### src/rtl/fc_weight_addrgen_mp_pkg.sv
// Shared state encoding and elaboration-time helpers for the FC weight address generator.
package fc_addrgen_pkg;

    typedef enum logic [1:0] {
        ST_IDLE = 2'd0,
        ST_RUN  = 2'd1,
        ST_DONE = 2'd2
    } state_e;

    // Ceiling log2 for elaboration-time width sizing; clog2(1) = 0.
    function automatic int unsigned clog2(input int unsigned n);
        int unsigned r;
        longint unsigned v;
        r = 0;
        v = 1;
        while (v < longint'(n)) begin
            v = v << 1;
            r = r + 1;
        end
        return r;
    endfunction

    // Guards against zero-width vectors when a range collapses to one value.
    function automatic int unsigned max1(input int unsigned n);
        return (n == 0) ? 1 : n;
    endfunction

endpackage

### src/rtl/fc_weight_addrgen_mp_wrap_counter.sv
// Counter advancing by STEP that returns to 0 after reaching MODULUS-STEP.
module fc_wrap_counter
    import fc_addrgen_pkg::*;
#(
    parameter int unsigned STEP    = 1,
    parameter int unsigned MODULUS = 2,
    parameter int unsigned WIDTH   = max1(clog2(MODULUS))
) (
    input  logic             clk,
    input  logic             reset,
    input  logic             clr_i,
    input  logic             inc_i,
    output logic [WIDTH-1:0] count_o,
    output logic             at_last_c
);

    localparam int unsigned LAST = MODULUS - STEP;

    if ((STEP == 0) || (MODULUS < STEP) || ((MODULUS % STEP) != 0)) begin : g_bad_params
        $fatal(1, "fc_wrap_counter: MODULUS must be a non-zero multiple of STEP");
    end

    logic [WIDTH-1:0] count_q, count_d;

    assign count_o   = count_q;
    assign at_last_c = (count_q == WIDTH'(LAST));

    // Next count: clear wins, otherwise step or wrap to zero.
    always_comb begin
        count_d = count_q;
        if (clr_i) begin
            count_d = '0;
        end else if (inc_i) begin
            count_d = at_last_c ? '0 : count_q + WIDTH'(STEP);
        end
    end

    // Count register.
    always_ff @(posedge clk or posedge reset) begin
        if (reset) begin
            count_q <= '0;
        end else begin
            count_q <= count_d;
        end
    end

endmodule

### src/rtl/fc_weight_addrgen_mp.sv
// Multi-port weight-memory address generator for a fully connected layer.
module fc_weight_addrgen_mp
    import fc_addrgen_pkg::*;
#(
    parameter int unsigned ADDR_WIDTH = 10,
    parameter int unsigned OUTNEURON  = 10,
    parameter int unsigned INNEURON   = 20,
    parameter int unsigned PO         = 2,
    parameter int unsigned NPORT      = 2
) (
    input  logic                                      clk,
    input  logic                                      reset,
    input  logic                                      start,
    input  logic                                      mode,
    input  logic                                      enable,
    input  logic                                      stop,
    output logic [NPORT*ADDR_WIDTH-1:0]               addr,
    output logic                                      addr_valid,
    output logic [max1(clog2(OUTNEURON/PO))-1:0]      grp_idx,
    output logic                                      grp_end,
    output logic                                      pass_end,
    output logic                                      busy,
    output logic                                      done
);

    localparam int unsigned AW        = ADDR_WIDTH;
    localparam int unsigned NGRP      = OUTNEURON / PO;
    localparam int unsigned DEPTH     = NGRP * INNEURON;
    localparam int unsigned BEATS_GRP = INNEURON / NPORT;
    localparam int unsigned GRP_W     = max1(clog2(NGRP));
    localparam int unsigned BEAT_W    = max1(clog2(BEATS_GRP));

    if (((OUTNEURON % PO) != 0) || ((INNEURON % NPORT) != 0) ||
        (NPORT < 2) || (NPORT > 8) ||
        (64'(DEPTH) > (64'd1 << ADDR_WIDTH))) begin : g_bad_params
        $fatal(1, "fc_weight_addrgen_mp: illegal parameter combination");
    end

    state_e                  state_q, state_d;
    logic                    mode_q, mode_d;
    logic [GRP_W-1:0]        grp_cnt_q, grp_cnt_d;
    logic [NPORT*AW-1:0]     addr_q, addr_d;
    logic                    addr_valid_q, addr_valid_d;
    logic [GRP_W-1:0]        grp_idx_q, grp_idx_d;
    logic                    grp_end_q, grp_end_d;
    logic                    pass_end_q, pass_end_d;
    logic                    busy_q, busy_d;
    logic                    done_q, done_d;

    logic                    accept_c;
    logic                    clr_c;
    logic [AW-1:0]           base_cnt;
    logic                    base_last_c;
    logic [BEAT_W-1:0]       beat_idx_unused;
    logic                    beat_last_c;

    // A beat is taken only in RUN with permission and no abort pending.
    assign accept_c = (state_q == ST_RUN) && enable && !stop;
    // Counters sit at zero whenever not actively running, and on abort.
    assign clr_c    = (state_q != ST_RUN) || stop;

    // Beat base address B, stepping by the port count across the whole pass.
    fc_wrap_counter #(
        .STEP    (NPORT),
        .MODULUS (DEPTH),
        .WIDTH   (AW)
    ) u_base_cnt (
        .clk       (clk),
        .reset     (reset),
        .clr_i     (clr_c),
        .inc_i     (accept_c),
        .count_o   (base_cnt),
        .at_last_c (base_last_c)
    );

    // Beat position within the current output-neuron group.
    fc_wrap_counter #(
        .STEP    (1),
        .MODULUS (BEATS_GRP),
        .WIDTH   (BEAT_W)
    ) u_beat_cnt (
        .clk       (clk),
        .reset     (reset),
        .clr_i     (clr_c),
        .inc_i     (accept_c),
        .count_o   (beat_idx_unused),
        .at_last_c (beat_last_c)
    );

    // Next-state logic plus next values for the registered outputs.
    always_comb begin
        state_d      = state_q;
        mode_d       = mode_q;
        grp_cnt_d    = grp_cnt_q;
        addr_d       = addr_q;
        addr_valid_d = accept_c;
        grp_idx_d    = grp_idx_q;
        grp_end_d    = accept_c && beat_last_c;
        pass_end_d   = accept_c && base_last_c;

        case (state_q)
            ST_IDLE: begin
                if (start) begin
                    state_d = ST_RUN;
                    mode_d  = mode;
                end
            end
            ST_RUN: begin
                if (stop) begin
                    state_d = ST_IDLE;
                end else if (accept_c && base_last_c && !mode_q) begin
                    state_d = ST_DONE;
                end
            end
            ST_DONE: begin
                state_d = ST_IDLE;
            end
            default: begin
                state_d = ST_IDLE;
            end
        endcase

        if (clr_c) begin
            grp_cnt_d = '0;
        end else if (accept_c && beat_last_c) begin
            grp_cnt_d = base_last_c ? '0 : grp_cnt_q + GRP_W'(1);
        end

        if (accept_c) begin
            for (int unsigned k = 0; k < NPORT; k++) begin
                addr_d[k*AW +: AW] = base_cnt + AW'(k);
            end
            grp_idx_d = grp_cnt_q;
        end

        busy_d = (state_d == ST_RUN);
        done_d = (state_d == ST_DONE);
    end

    // State, group counter and output registers.
    always_ff @(posedge clk or posedge reset) begin
        if (reset) begin
            state_q      <= ST_IDLE;
            mode_q       <= 1'b0;
            grp_cnt_q    <= '0;
            addr_q       <= '0;
            addr_valid_q <= 1'b0;
            grp_idx_q    <= '0;
            grp_end_q    <= 1'b0;
            pass_end_q   <= 1'b0;
            busy_q       <= 1'b0;
            done_q       <= 1'b0;
        end else begin
            state_q      <= state_d;
            mode_q       <= mode_d;
            grp_cnt_q    <= grp_cnt_d;
            addr_q       <= addr_d;
            addr_valid_q <= addr_valid_d;
            grp_idx_q    <= grp_idx_d;
            grp_end_q    <= grp_end_d;
            pass_end_q   <= pass_end_d;
            busy_q       <= busy_d;
            done_q       <= done_d;
        end
    end

    assign addr       = addr_q;
    assign addr_valid = addr_valid_q;
    assign grp_idx    = grp_idx_q;
    assign grp_end    = grp_end_q;
    assign pass_end   = pass_end_q;
    assign busy       = busy_q;
    assign done       = done_q;

endmodule

### config.mk
export PLATFORM = sky130hd
export DESIGN_NAME = fc_weight_addrgen_mp
export DESIGN_NICKNAME = d
export VERILOG_FILES = /design/src/rtl/fc_weight_addrgen_mp_pkg.sv /design/src/rtl/fc_weight_addrgen_mp_wrap_counter.sv /design/src/rtl/fc_weight_addrgen_mp.sv
export SDC_FILE = /design/constraint.sdc
export NUM_CORES = 1
export LEC_CHECK = 0
export ABC_AREA = 1
export CAP_MARGIN = 20
export CORE_AREA = 2 2 70 79
export DETAILED_ROUTE_END_ITERATION = 10
export DIE_AREA = 0 0 72 81
export PLACE_DENSITY = 0.61
export SETUP_SLACK_MARGIN = 0.2
export SYNTH_ARGS = -nofsm -noshare
export SYNTH_HDL_FRONTEND = slang
export SYNTH_SLANG_ARGS = --single-unit
### constraint.sdc
create_clock -name clk -period 1.2 [get_ports clk]
set_input_delay 0.24 -clock clk [delete_from_list [all_inputs] [get_ports clk]]
set_output_delay 0.24 -clock clk [all_outputs]
set_load 0.01 [all_outputs]
==> results.cfg <==
[status]
status = finished with violations
failed_checks = negative setup slack

[grt]
grt_pass1_wl_mm = 7.02
antenna_found_initial = 0
grt_max_degree = 43
grt_pass1_vias = 1586
gr-usage-all-layers_pct = 15.7
grt_remaining_overflow = 0

[sta]
finalCritPeriodShare_pct = 100
fin_crit_ps = 1200
clock_skew_ps = 5.65
slew_viol_final = 0
holdWs_ps = 340
fin_ws_ps = -0.599
fmax_ghz = 0.833
final_hold_viol_count = 0
setup_violations = 1
rsz0062_at_grt = true

[route]
firstDrtPassIters = 4
vias = 1702
drtIter0Drc = 88
avgRoutedWirePerCell_um = 11.8
drc_errors = 0
routed_wl_mm = 4.25
drtAntennaViolNets = 0
via_per_inst = 4.71

[pwr]
power.share.clock_pct = 38.4
ir_worst_vdd_uv = 566
power_frac_seq_pct = 50.4
power.internal_mw = 2.26
leakage_nw = 1.46
power.density_nw_per_um2 = 1060
swShare_pct = 23.2
p_sw_mw = 0.685
p_comb_share_pct = 11.2

[place]
gp_congestion = 0.806
placed_cells = 332
portBuffers = 32
postPlaceCellArea_um2 = 2520
place_hpwl_mm = 2.88
dp_slack_ps = -328

[floorplanning]
die_w_um = 72
rows = 28
io-pin-count = 34
start_util_pct = 37.9
core_um2 = 5150
die_area_um2 = 5830
die_h_um = 81

[clock_network]
cts_sinks = 42
cts_buffer_depth = 2
h-tree-depth = 2
tritoncts = done
path_clk_slew_ps = 80
cts_root_buf = clkbuf_8
clk_latency_ps = 290
cts_made_buffers = 5

[finish]
synthToLayoutAreaGrowth_pct = 42.6
fin_cells = 361
fin_area_um2 = 2790
num-nets-final = 311
antennaDiodeCount = 0
fin_util_pct = 54.1
layout-drive-gt1-share_pct = 43.5

[critical_path]
cp_slowest_cell = dfrtp_1
start_kind = flop
cp.required_ps = 1380
crit_top_cell = nand2_1
crit_arrival_ps = 1380
r2r_slack_ps = -0.6
r2r-end = busy
end_kind = flop
r2r-start = u_base_cnt.count_o[4]
path_cells = buf_4, nor2_2, nand2_1, nor2_1, nand4_1, nand2_1, nand2_1
critical_path_class = reg -> reg
reg2reg_depth = 7
cp_max_fo = 3
max_stage_delay_ps = 420

[synth]
synth_seq_cells = 42
synth_ff_type = dfrtp_1
synth_area_leaders = dfrtp_1 (54%), nand2_1 (14%), o21ai_1 (3.8%)
syn_inst = 226
synth_edf_count = 0
ys_seq_area_share_pct = 53.8
synth_top_cell_area_share_pct = 53.8
synth_nets = 236
syn_avg_cell_area_um2 = 8.64
yosys_warnings = 0
synth_most_common_cell = nand2_1
synth_common_cells = nand2_1 (74), dfrtp_1 (42), inv_1 (18)
yosysTopAreaCell = dfrtp_1
syn-cell-area_um2 = 1950
synthArstFlopShare_pct = 100
yosysUniqueCellTypes = 29

[job]
max_cap_violations = 0

[worst_hold_path]
worstHoldPathType = in -> async
==> flip-flops by register name (all words and copies together) (netlist names), 2 cells and up <==
name and count:
addr 15, u_base_cnt.count_o 9, u_beat_cnt.count_o 4, grp_cnt_q 3, grp_idx 3, state_q 2
==> worst max-delay path by stage <==
stage                                     start                    end  slack [ps]  cells after the start
after floorplan           u_base_cnt.count_o[2]  u_base_cnt.count_o[7]          70                      6
after global placement                   enable  u_beat_cnt.count_o[3]        -310                      7
after detailed placement                 enable  u_beat_cnt.count_o[3]        -330                      7
after CTS                            state_q[1]  u_base_cnt.count_o[9]           2                      6
after global routing      u_base_cnt.count_o[3]  u_base_cnt.count_o[3]        -120                      4
final                     u_base_cnt.count_o[4]                   busy        -0.6                      7
==> metal layers <==
| metal | part of all wire (%) | track usage [%] |
|---|---|---|
| met2 | 50 | 26.9 |
| met3 | 4.5 | 3.47 |
| met5 | 0 | 0 |
| met4 | 2.0 | 6.60 |
| met1 | 43 | 19.0 |
==> kinds of logic after synthesis <==
logic type                 Yosys count  synth area share, %
AOI/OAI and AO/OA                   21                 5.57
adders and majority gates            4                 2.56
other                                1                0.192
xor gates and xnor gates             2                0.897
buffers and inverters               34                 8.33
DFF                                 42                 53.8
and+or+nand+nor                    122                 28.6
==> metrics by stage <==
stage | setup TNS, ps | total power, mW
after CTS | 0 | 2.96
final | -0.599 | 2.95
after global routing | -1830 | 3.07
after floorplan | 0 | 1.71
after global placement | -10130 | 1.84
after detailed placement | -10670 | 1.84
==> cells in the final DEF, fill, tap and decap left out, drive strengths merged, types with 3 or more instances in the layout <==
cell type       n
a21oi           3
buf            74
clkbuf          6
clkdlybuf4s50   3
dfrtp          42
ha              4
inv            21
nand2          76
nand3          16
nand4           6
nor2           19
nor3            4
o21ai          16
==> layout make-up <==
cell class | instances | area [um^2]
clock buffer | 6 | 82.6
clock inverter | 1 | 30.0
fill | 520 | 2360
inverter | 23 | 91.3
multi-input combinational | 150 | 871
sequential | 42 | 1060
tap | 60 | 75.1
timing repair buffer | 79 | 578
==> power by group through the flow <==
stage          registers (mW)  logic [mW]  clock network (mW)
6_report                 1.48       0.331                1.13
5_1_grt                  1.49       0.370                1.21
4_1_cts                  1.48       0.327                1.15
3_5_place_dp             1.51       0.333                   0
3_3_place_gp             1.51       0.331                   0
2_1_floorplan            1.51       0.192                   0
==> critical path: cells and delay by family, from the launching register on <==
| family | cells | cell delay, ps |
|---|---|---|
| buffers and inverters | 1 | 150 |
| flip-flops | 1 | 420 |
| AND/OR/NAND/NOR | 6 | 510 |
==> what timing repair did <==
action / 4_1_cts / 5_1_grt
hold buffers: 0 / 0
resized for setup: 129 / 17
setup buffers: 12 / 10
setup endpoints to repair: 67 / 68
pin swaps: 12 / 19
(Power assumes the default switching activity.)
